### src/rtl/fpu_pkg.sv
// Shared FPU definitions: widths, bias, operand layout and multiplier states.
package fpu_pkg;

  localparam int unsigned MANT_W = 24;
  localparam int unsigned EXP_W  = 8;
  localparam int unsigned BIAS   = 127;

  // Signed width of ea+eb-BIAS: covers -125..383.
  localparam int unsigned SUM_W  = EXP_W + 2;

  // Largest biased exponent that is still finite.
  localparam logic signed [SUM_W-1:0] EXP_MAX = 10'sd254;

  typedef struct packed {
    logic              sign;
    logic [EXP_W-1:0]  exp;
    logic [MANT_W-2:0] frac;
  } fp32_t;

  typedef enum logic [1:0] {
    IDLE,
    MULT,
    DONE
  } mult_state_t;

endpackage

### src/rtl/fpu_mantissa_multiplier_if.sv
// Operand/result handshake bundle between the multiplier stage and its neighbours.
interface fpu_mantissa_multiplier_if;
  import fpu_pkg::*;

  logic              in_valid;
  logic              in_ready;
  logic [31:0]       op_a;
  logic [31:0]       op_b;
  logic              out_valid;
  logic              out_ready;
  logic              sign;
  logic [MANT_W-1:0] fraction;
  logic [EXP_W-1:0]  exponent;
  logic              sticky;
  logic              zero;
  logic              exp_overflow;
  logic              exp_underflow;

  modport master (
    output in_valid, op_a, op_b, out_ready,
    input  in_ready, out_valid, sign, fraction, exponent, sticky, zero,
           exp_overflow, exp_underflow
  );

  modport slave (
    input  in_valid, op_a, op_b, out_ready,
    output in_ready, out_valid, sign, fraction, exponent, sticky, zero,
           exp_overflow, exp_underflow
  );

endinterface

### src/rtl/fpu_exp_adder.sv
// Combinational biased-exponent adder with range flags; shared with the normalizer.
module fpu_exp_adder
  import fpu_pkg::*;
(
  input  logic [EXP_W-1:0]        ea,
  input  logic [EXP_W-1:0]        eb,
  output logic signed [SUM_W-1:0] sum,
  output logic                    exp_overflow,
  output logic                    exp_underflow,
  output logic                    zero
);

  // Sum, zero detect (denormals flush to zero) and flags, suppressed for zero results.
  always_comb begin
    sum           = signed'({2'b00, ea} + {2'b00, eb} - SUM_W'(BIAS));
    zero          = (ea == '0) || (eb == '0);
    exp_overflow  = !zero && ((sum > EXP_MAX) || (ea == '1) || (eb == '1));
    exp_underflow = !zero && (sum[SUM_W-1] || (sum == '0));
  end

endmodule

### src/rtl/fpu_mantissa_multiplier.sv
// Radix-2 shift-add mantissa multiplier: one multiplier bit per cycle, LSB first.
// Produces sign, biased exponent, product[47:24] and a sticky bit for the normalizer.
module fpu_mantissa_multiplier
  import fpu_pkg::*;
(
  input logic                      clk,
  input logic                      rst,
  fpu_mantissa_multiplier_if.slave bus
);

  localparam logic [4:0] LAST = 5'(MANT_W - 1);

  fp32_t                   a;
  fp32_t                   b;
  mult_state_t             state_q, state_d;
  logic                    rdy_q;
  logic                    accept;
  logic signed [SUM_W-1:0] sum;
  logic                    add_ovf, add_unf, add_zero;
  logic                    unused_sum_hi;

  logic [MANT_W-1:0]       mcand_q;
  logic [MANT_W-1:0]       mpl_q;
  logic [2*MANT_W-1:0]     acc_q, acc_d;
  logic [MANT_W:0]         psum;
  logic [4:0]              cnt_q;
  logic                    sign_q;
  logic [EXP_W-1:0]        exp_q;
  logic                    ovf_q, unf_q, zero_q;

  assign a      = bus.op_a;
  assign b      = bus.op_b;
  assign accept = bus.in_valid && bus.in_ready;

  fpu_exp_adder u_exp_adder (
    .ea            (a.exp),
    .eb            (b.exp),
    .sum           (sum),
    .exp_overflow  (add_ovf),
    .exp_underflow (add_unf),
    .zero          (add_zero)
  );

  // Only the low byte is forwarded; the flags already qualify the upper bits.
  assign unused_sum_hi = ^sum[SUM_W-1:EXP_W];

  // State register.
  always_ff @(posedge clk or posedge rst) begin
    if (rst) state_q <= IDLE;
    else     state_q <= state_d;
  end

  // Next-state logic; zero operands skip the iteration entirely.
  always_comb begin
    state_d = state_q;
    unique case (state_q)
      IDLE:    if (accept) state_d = add_zero ? DONE : MULT;
      MULT:    if (cnt_q == LAST) state_d = DONE;
      DONE:    if (bus.out_ready) state_d = IDLE;
      default: state_d = IDLE;
    endcase
  end

  // One shift-add step: add the multiplicand into the upper half, shift right.
  always_comb begin
    psum = {1'b0, acc_q[2*MANT_W-1:MANT_W]};
    if (mpl_q[0]) psum = psum + {1'b0, mcand_q};
    acc_d = {psum, acc_q[MANT_W-1:1]};
  end

  // Datapath: operand capture on accept, iteration in MULT, hold otherwise.
  always_ff @(posedge clk or posedge rst) begin
    if (rst) begin
      rdy_q   <= 1'b0;
      mcand_q <= '0;
      mpl_q   <= '0;
      acc_q   <= '0;
      cnt_q   <= '0;
      sign_q  <= 1'b0;
      exp_q   <= '0;
      ovf_q   <= 1'b0;
      unf_q   <= 1'b0;
      zero_q  <= 1'b0;
    end else begin
      // Holds in_ready low for the first cycle after reset release.
      rdy_q <= 1'b1;
      if (accept) begin
        mcand_q <= {1'b1, a.frac};
        mpl_q   <= {1'b1, b.frac};
        acc_q   <= '0;
        cnt_q   <= '0;
        sign_q  <= a.sign ^ b.sign;
        exp_q   <= add_zero ? '0 : sum[EXP_W-1:0];
        ovf_q   <= add_ovf;
        unf_q   <= add_unf;
        zero_q  <= add_zero;
      end else if (state_q == MULT) begin
        acc_q <= acc_d;
        mpl_q <= mpl_q >> 1;
        if (cnt_q != LAST) cnt_q <= cnt_q + 5'd1;
      end
    end
  end

  assign bus.in_ready      = (state_q == IDLE) && rdy_q;
  assign bus.out_valid     = (state_q == DONE);
  assign bus.sign          = sign_q;
  assign bus.fraction      = acc_q[2*MANT_W-1:MANT_W];
  assign bus.exponent      = exp_q;
  assign bus.sticky        = |acc_q[MANT_W-1:0];
  assign bus.zero          = zero_q;
  assign bus.exp_overflow  = ovf_q;
  assign bus.exp_underflow = unf_q;

endmodule

### src/flat_wrapper.sv
// flat-port wrapper written by rule: the top's interface ports become plain ports
module fpu_mantissa_multiplier_flat import fpu_pkg::*;
  (clk, rst, bus_in_valid, bus_op_a, bus_op_b, bus_out_ready, bus_in_ready, bus_out_valid, bus_sign, bus_fraction, bus_exponent, bus_sticky, bus_zero, bus_exp_overflow, bus_exp_underflow);
  fpu_mantissa_multiplier_if bus_i ();
  input logic clk;
  input logic rst;
  input wire logic [$bits(bus_i.in_valid)-1:0] bus_in_valid;
  input wire logic [$bits(bus_i.op_a)-1:0] bus_op_a;
  input wire logic [$bits(bus_i.op_b)-1:0] bus_op_b;
  input wire logic [$bits(bus_i.out_ready)-1:0] bus_out_ready;
  output wire logic [$bits(bus_i.in_ready)-1:0] bus_in_ready;
  output wire logic [$bits(bus_i.out_valid)-1:0] bus_out_valid;
  output wire logic [$bits(bus_i.sign)-1:0] bus_sign;
  output wire logic [$bits(bus_i.fraction)-1:0] bus_fraction;
  output wire logic [$bits(bus_i.exponent)-1:0] bus_exponent;
  output wire logic [$bits(bus_i.sticky)-1:0] bus_sticky;
  output wire logic [$bits(bus_i.zero)-1:0] bus_zero;
  output wire logic [$bits(bus_i.exp_overflow)-1:0] bus_exp_overflow;
  output wire logic [$bits(bus_i.exp_underflow)-1:0] bus_exp_underflow;
  assign bus_i.in_valid = bus_in_valid;
  assign bus_i.op_a = bus_op_a;
  assign bus_i.op_b = bus_op_b;
  assign bus_i.out_ready = bus_out_ready;
  assign bus_in_ready = bus_i.in_ready;
  assign bus_out_valid = bus_i.out_valid;
  assign bus_sign = bus_i.sign;
  assign bus_fraction = bus_i.fraction;
  assign bus_exponent = bus_i.exponent;
  assign bus_sticky = bus_i.sticky;
  assign bus_zero = bus_i.zero;
  assign bus_exp_overflow = bus_i.exp_overflow;
  assign bus_exp_underflow = bus_i.exp_underflow;
  fpu_mantissa_multiplier u_core (.clk(clk), .rst(rst), .bus(bus_i));
endmodule
### config.mk
export PLATFORM = sky130hd
export DESIGN_NAME = fpu_mantissa_multiplier_flat
export DESIGN_NICKNAME = d
export VERILOG_FILES = /design/src/rtl/fpu_pkg.sv /design/src/rtl/fpu_mantissa_multiplier_if.sv /design/src/rtl/fpu_exp_adder.sv /design/src/rtl/fpu_mantissa_multiplier.sv /design/src/flat_wrapper.sv
export SDC_FILE = /design/constraint.sdc
export NUM_CORES = 1
export LEC_CHECK = 0
export CAP_MARGIN = 40
export CORE_UTILIZATION = 40
export DETAILED_ROUTE_END_ITERATION = 6
export PLACE_DENSITY_LB_ADDON = 0.2
export SLEW_MARGIN = 20
export SYNTH_ARGS = -nofsm -noshare
export SYNTH_HDL_FRONTEND = slang
export SYNTH_SLANG_ARGS = --single-unit
export TNS_END_PERCENT = 5
### constraint.sdc
create_clock -name clk -period 11.99 [get_ports clk]
set_input_delay 2.398 -clock clk [delete_from_list [all_inputs] [get_ports clk]]
set_output_delay 2.398 -clock clk [all_outputs]
set_load 0.05 [all_outputs]
==> run summary <==
==================================================================================================
Hpwl dp                                                                                   10530 um
Worst path arrival time                                                                    5.29 ns
Number of max-cap violations                                                                     0
Clock transition time at the flip-flop clock pins of the worst setup and hold paths        0.06 ns
Number of I/O port buffers                                                                     106
Period minus WS final                                                                     4.937 ns
Quantity of gates resized following cts                                                          0
Number of endpoints with negative hold slack in the final report                                 0
Count of clock tree sinks                                                                      116
Post-layout net count                                                                          942
Depth of the CTS H-tree                                                                          4
Initial core utilization                                                                    0.4149
Commonest non-fill, non-tap cells in the layout                                       nand2_1, dfrtp_1, clkdlybuf4s50_1
Peak supply drop                                                                       0.0001413 V
Fraction of registers with async set/reset                                                   1.000
Count of filler cells inserted in the layout                                                  1459
Outcome                                                                               finished, final reports clean
Slew margin rel.                                                                            0.4689
Die Footprint                                                                            17180 um2
Vias/cell                                                                                    5.295
Maximum fanout count along the critical path                                                     3
Most common cell after layout, fill and taps aside                                         nand2_1
Yosys warning count                                                                              0
Root buf cell                                                                            clkbuf_16
Synthesis-to-layout area growth                                                             26.10%
Final-report max-slew violation count                                                            0
Placement row count                                                                             46
Min-Delay Path Class                                                                       reg2reg
Portion of total power attributed to the clock network                                       0.221
Global-route wire length before repair                                                    26180 um
Switching power summed over all nets                                                    0.001020 W
Standby leakage power                                                                     3.803 nW
Post-CTS Hold Fix Bufs                                                                           0
Maximum number of pins on one net before global-route repair                                    85
Start-to-end type of the worst setup path                                                   in2reg
RSZ-0062 raised after global routing                                                            no
Overflow after GRT                                                                               0
Net switching share of the total power                                                      0.4403
Clock tree from TritonCTS                                                                     done
Internal                                                                                0.001297 W
Buf+Inv Stages, Crit Path                                                                        1
Final number of setup-violating endpoints                                                        0
First-pass DRT Iterations                                                                        4
PwrDens                                                                               275.7 nW/um2
Comb pwr share                                                                               0.481
Most used flip-flop cell after synthesis                                                   dfrtp_1
Worst setup skew after layout                                                          0.009029 ns
Via count                                                                                     5639
Slowest stage delay, CP                                                                    0.45 ns
Placeable Area                                                                           16060 um2
TritonCTS Buffers                                                                               17
Sequential share of the synthesized area                                                    0.4357
Detailed-route DRC error count                                                                   0
Post-synthesis average cell area                                                         8.755 um2
Total detailed-routing wirelength                                                         15890 um
Routed len/inst                                                                           14.92 um
Crit-path leading delay family                                                        simple AND/OR/NAND/NOR gates
Syn_nets                                                                                       867
Global placer's final weighted congestion                                                   0.8389
Critical path, cell by cell                                                           clkdlybuf4s50_1 -> ha_1 -> fa_1 -> a211oi_1 -> nor2_1 -> nor4_2 -> and3_1 -> xnor2_1 -> nand4_1 -> a311oi_1 -> a311o_1
Post-Syn Area                                                                             6663 um2
Postcts setup bufs                                                                               0
Post-synth EDFFs                                                                                 0
Instance area at placement                                                                7744 um2
Maximum operating frequency                                                             0.2025 GHz
Post-synthesis register bit count                                                              116
Measured slew at the worst slew-check pin                                                0.7957 ns
Sequential Power Share                                                                       0.298
Number of design-rule violations left by the first detailed-router iteration                   365
Total negative slack                                                                          0 ns
Yosys cell types                                                                                58
Via count of the first global-routing pass                                                    5446
Antenna diode instance count                                                                     0
Post-DRT Antenna Nets                                                                            0
Die outline width                                                                         131.1 um
Die Ht                                                                                    131.1 um
Max stage delay cell, worst path                                                      clkdlybuf4s50_1
Endpoint required time on the critical path                                               12.35 ns
Number of buffers between clock root and the deepest sink                                        2
Area of all placed cells without fillers                                                  8402 um2
Crit share post-route                                                                       0.4118
Cells after Synth                                                                              761
Number of antenna violations at the first check in global routing                                0
Critical path launch point type                                                         input port
Number of I/O pins                                                                             107
Layout cells sized above 1                                                                 0.07185
Capturing element type of the critical path                                               register
Global-route usage over all layers                                                          0.1968
Clock latency at the later pin of the worst-skew pair                                      0.42 ns
==================================================================================================
area by class of cell:
cell class / instances / area (um2) / area share
timing repair buffer: 115 / 1169 / 0.1391
clock buffer: 17 / 425.4 / 0.05063
sequential: 116 / 2903 / 0.3455
multi-input combinational: 575 / 3421 / 0.4071
clock inverter: 15 / 170.2 / 0.02025
inverter: 11 / 43.79 / 0.005212
tap: 216 / 270.3 / 0.03217
routing by layer:
layer	vias up	part of all wire	GRT usage
li1	2802	-	-
met1	2678	0.47	0.2569
met2	141	0.46	0.3140
met3	18	0.051	0.04992
met4	0	0.014	0.07505
met5	-	0	0
kinds of logic after synthesis:
kind of cell    Yosys count  share of synthesized area
compound gates          180                     0.1716
buf+inv                  70                    0.05296
simple gates            316                     0.2094
mux                      11                    0.01690
xor+xnor                 29                    0.03925
other cells               1                  0.0005628
fa+ha+maj                38                    0.07361
flops                   116                     0.4357
worst reg2reg max path, cell delays in order (launching register included):
cell	delay [ns]
dfrtp_1	0.38
ha_1	0.21
inv_1	0.06
fa_1	0.37
nor2b_1	0.24
o21bai_1	0.14
a31oi_1	0.41
a31o_2	0.30
a21oi_2	0.09
o21ai_1	0.23
a211oi_1	0.12
a211oi_1	0.21
per-stage QoR:
stage / cells / power, W / setup WS [ns] / hold WS (ns) / utilization
floorplan: 761 / 0.001520 / 6.520 / 0.4388 / -
detailed placement: 1030 / 0.001799 / 6.652 / 0.4626 / 0.4822
CTS: 1062 / 0.002325 / 7.097 / 0.4791 / 0.5193
global route: 1065 / 0.002490 / 6.910 / 0.4943 / 0.5232
global placement: 1030 / 0.001771 / 6.701 / 0.4549 / 0.4822
finish: 1065 / 0.002316 / 7.053 / 0.4785 / 0.5232
worst paths after layout:
check | from | depth (start not counted) | slack, ns | to
worst max-delay path | bus_op_b[23] | 11 | 7.05 | u_core.bus.exp_overflow$_DFFE_PP0P_
worst min-delay path | u_core.mpl_q[8]$_DFFE_PP0P_ | 2 | 0.48 | u_core.mpl_q[8]$_DFFE_PP0P_
min in group asynchronous | rst | 2 | 2.24 | u_core.mpl_q[16]$_DFFE_PP0P_
worst max register to register | u_core.acc_q[24]$_DFFE_PP0P_ | 11 | 9.15 | u_core.acc_q[47]$_DFFE_PP0P_
worst min register to register | u_core.mpl_q[8]$_DFFE_PP0P_ | 2 | 0.48 | u_core.mpl_q[8]$_DFFE_PP0P_
max in group asynchronous | rst | 4 | 8.52 | u_core.acc_q[24]$_DFFE_PP0P_
state kept, by name, summed over array words and instances (netlist names):
name	flops
u_core.acc_q	48
u_core.bus.exp_overflow	1
u_core.bus.exp_underflow	1
u_core.bus.exponent	8
u_core.bus.sign	1
u_core.bus.zero	1
u_core.cnt_q	5
u_core.mcand_q	24
u_core.mpl_q	24
u_core.rdy_q	1
u_core.state_q	2
power groups by stage:
stage	clock, W	sequential, W	combinational, W
2_1_floorplan	0	0.000717	0.000803
3_3_place_gp	0	0.000697	0.00107
3_5_place_dp	0	0.000700	0.00110
4_1_cts	0.000524	0.000698	0.00110
5_1_grt	0.000543	0.000712	0.00124
6_report	0.000511	0.000690	0.00111
Yosys cell counts, types with 2 or more instances:
cell	n	area (um2)
nor3_1	8	40.04
nand4_1	6	37.54
a31oi_1	8	50.05
a221o_1	2	20.02
xnor2_1	17	148.9
and2_1	4	25.02
a211o_1	2	17.52
inv_1	11	41.29
nand3_1	29	145.1
and3_1	11	68.82
o21a_1	6	45.04
a21oi_1	37	185.2
nor2b_1	7	43.79
fa_1	2	40.04
or3_1	3	18.77
a21o_1	7	52.55
dfrtp_1	116	2903
mux2i_1	9	90.09
a21oi_2	2	17.52
buf_1	6	22.52
o31ai_1	4	30.03
nand2b_1	4	25.02
nand2_1	194	728.2
o21ai_0	57	285.3
clkbuf_1	29	108.9
o21bai_1	6	45.04
a211oi_2	2	25.02
o21ai_1	2	10.01
a22o_1	3	26.28
o31a_1	2	17.52
ha_1	36	450.4
a211oi_1	8	60.06
a31o_2	2	17.52
xor2_1	11	96.34
nor4_1	12	75.07
mux2_2	2	22.52
buf_4	24	180.2
a22oi_1	22	165.2
nor2_1	29	108.9
Power figures use the tool's default switching activity.
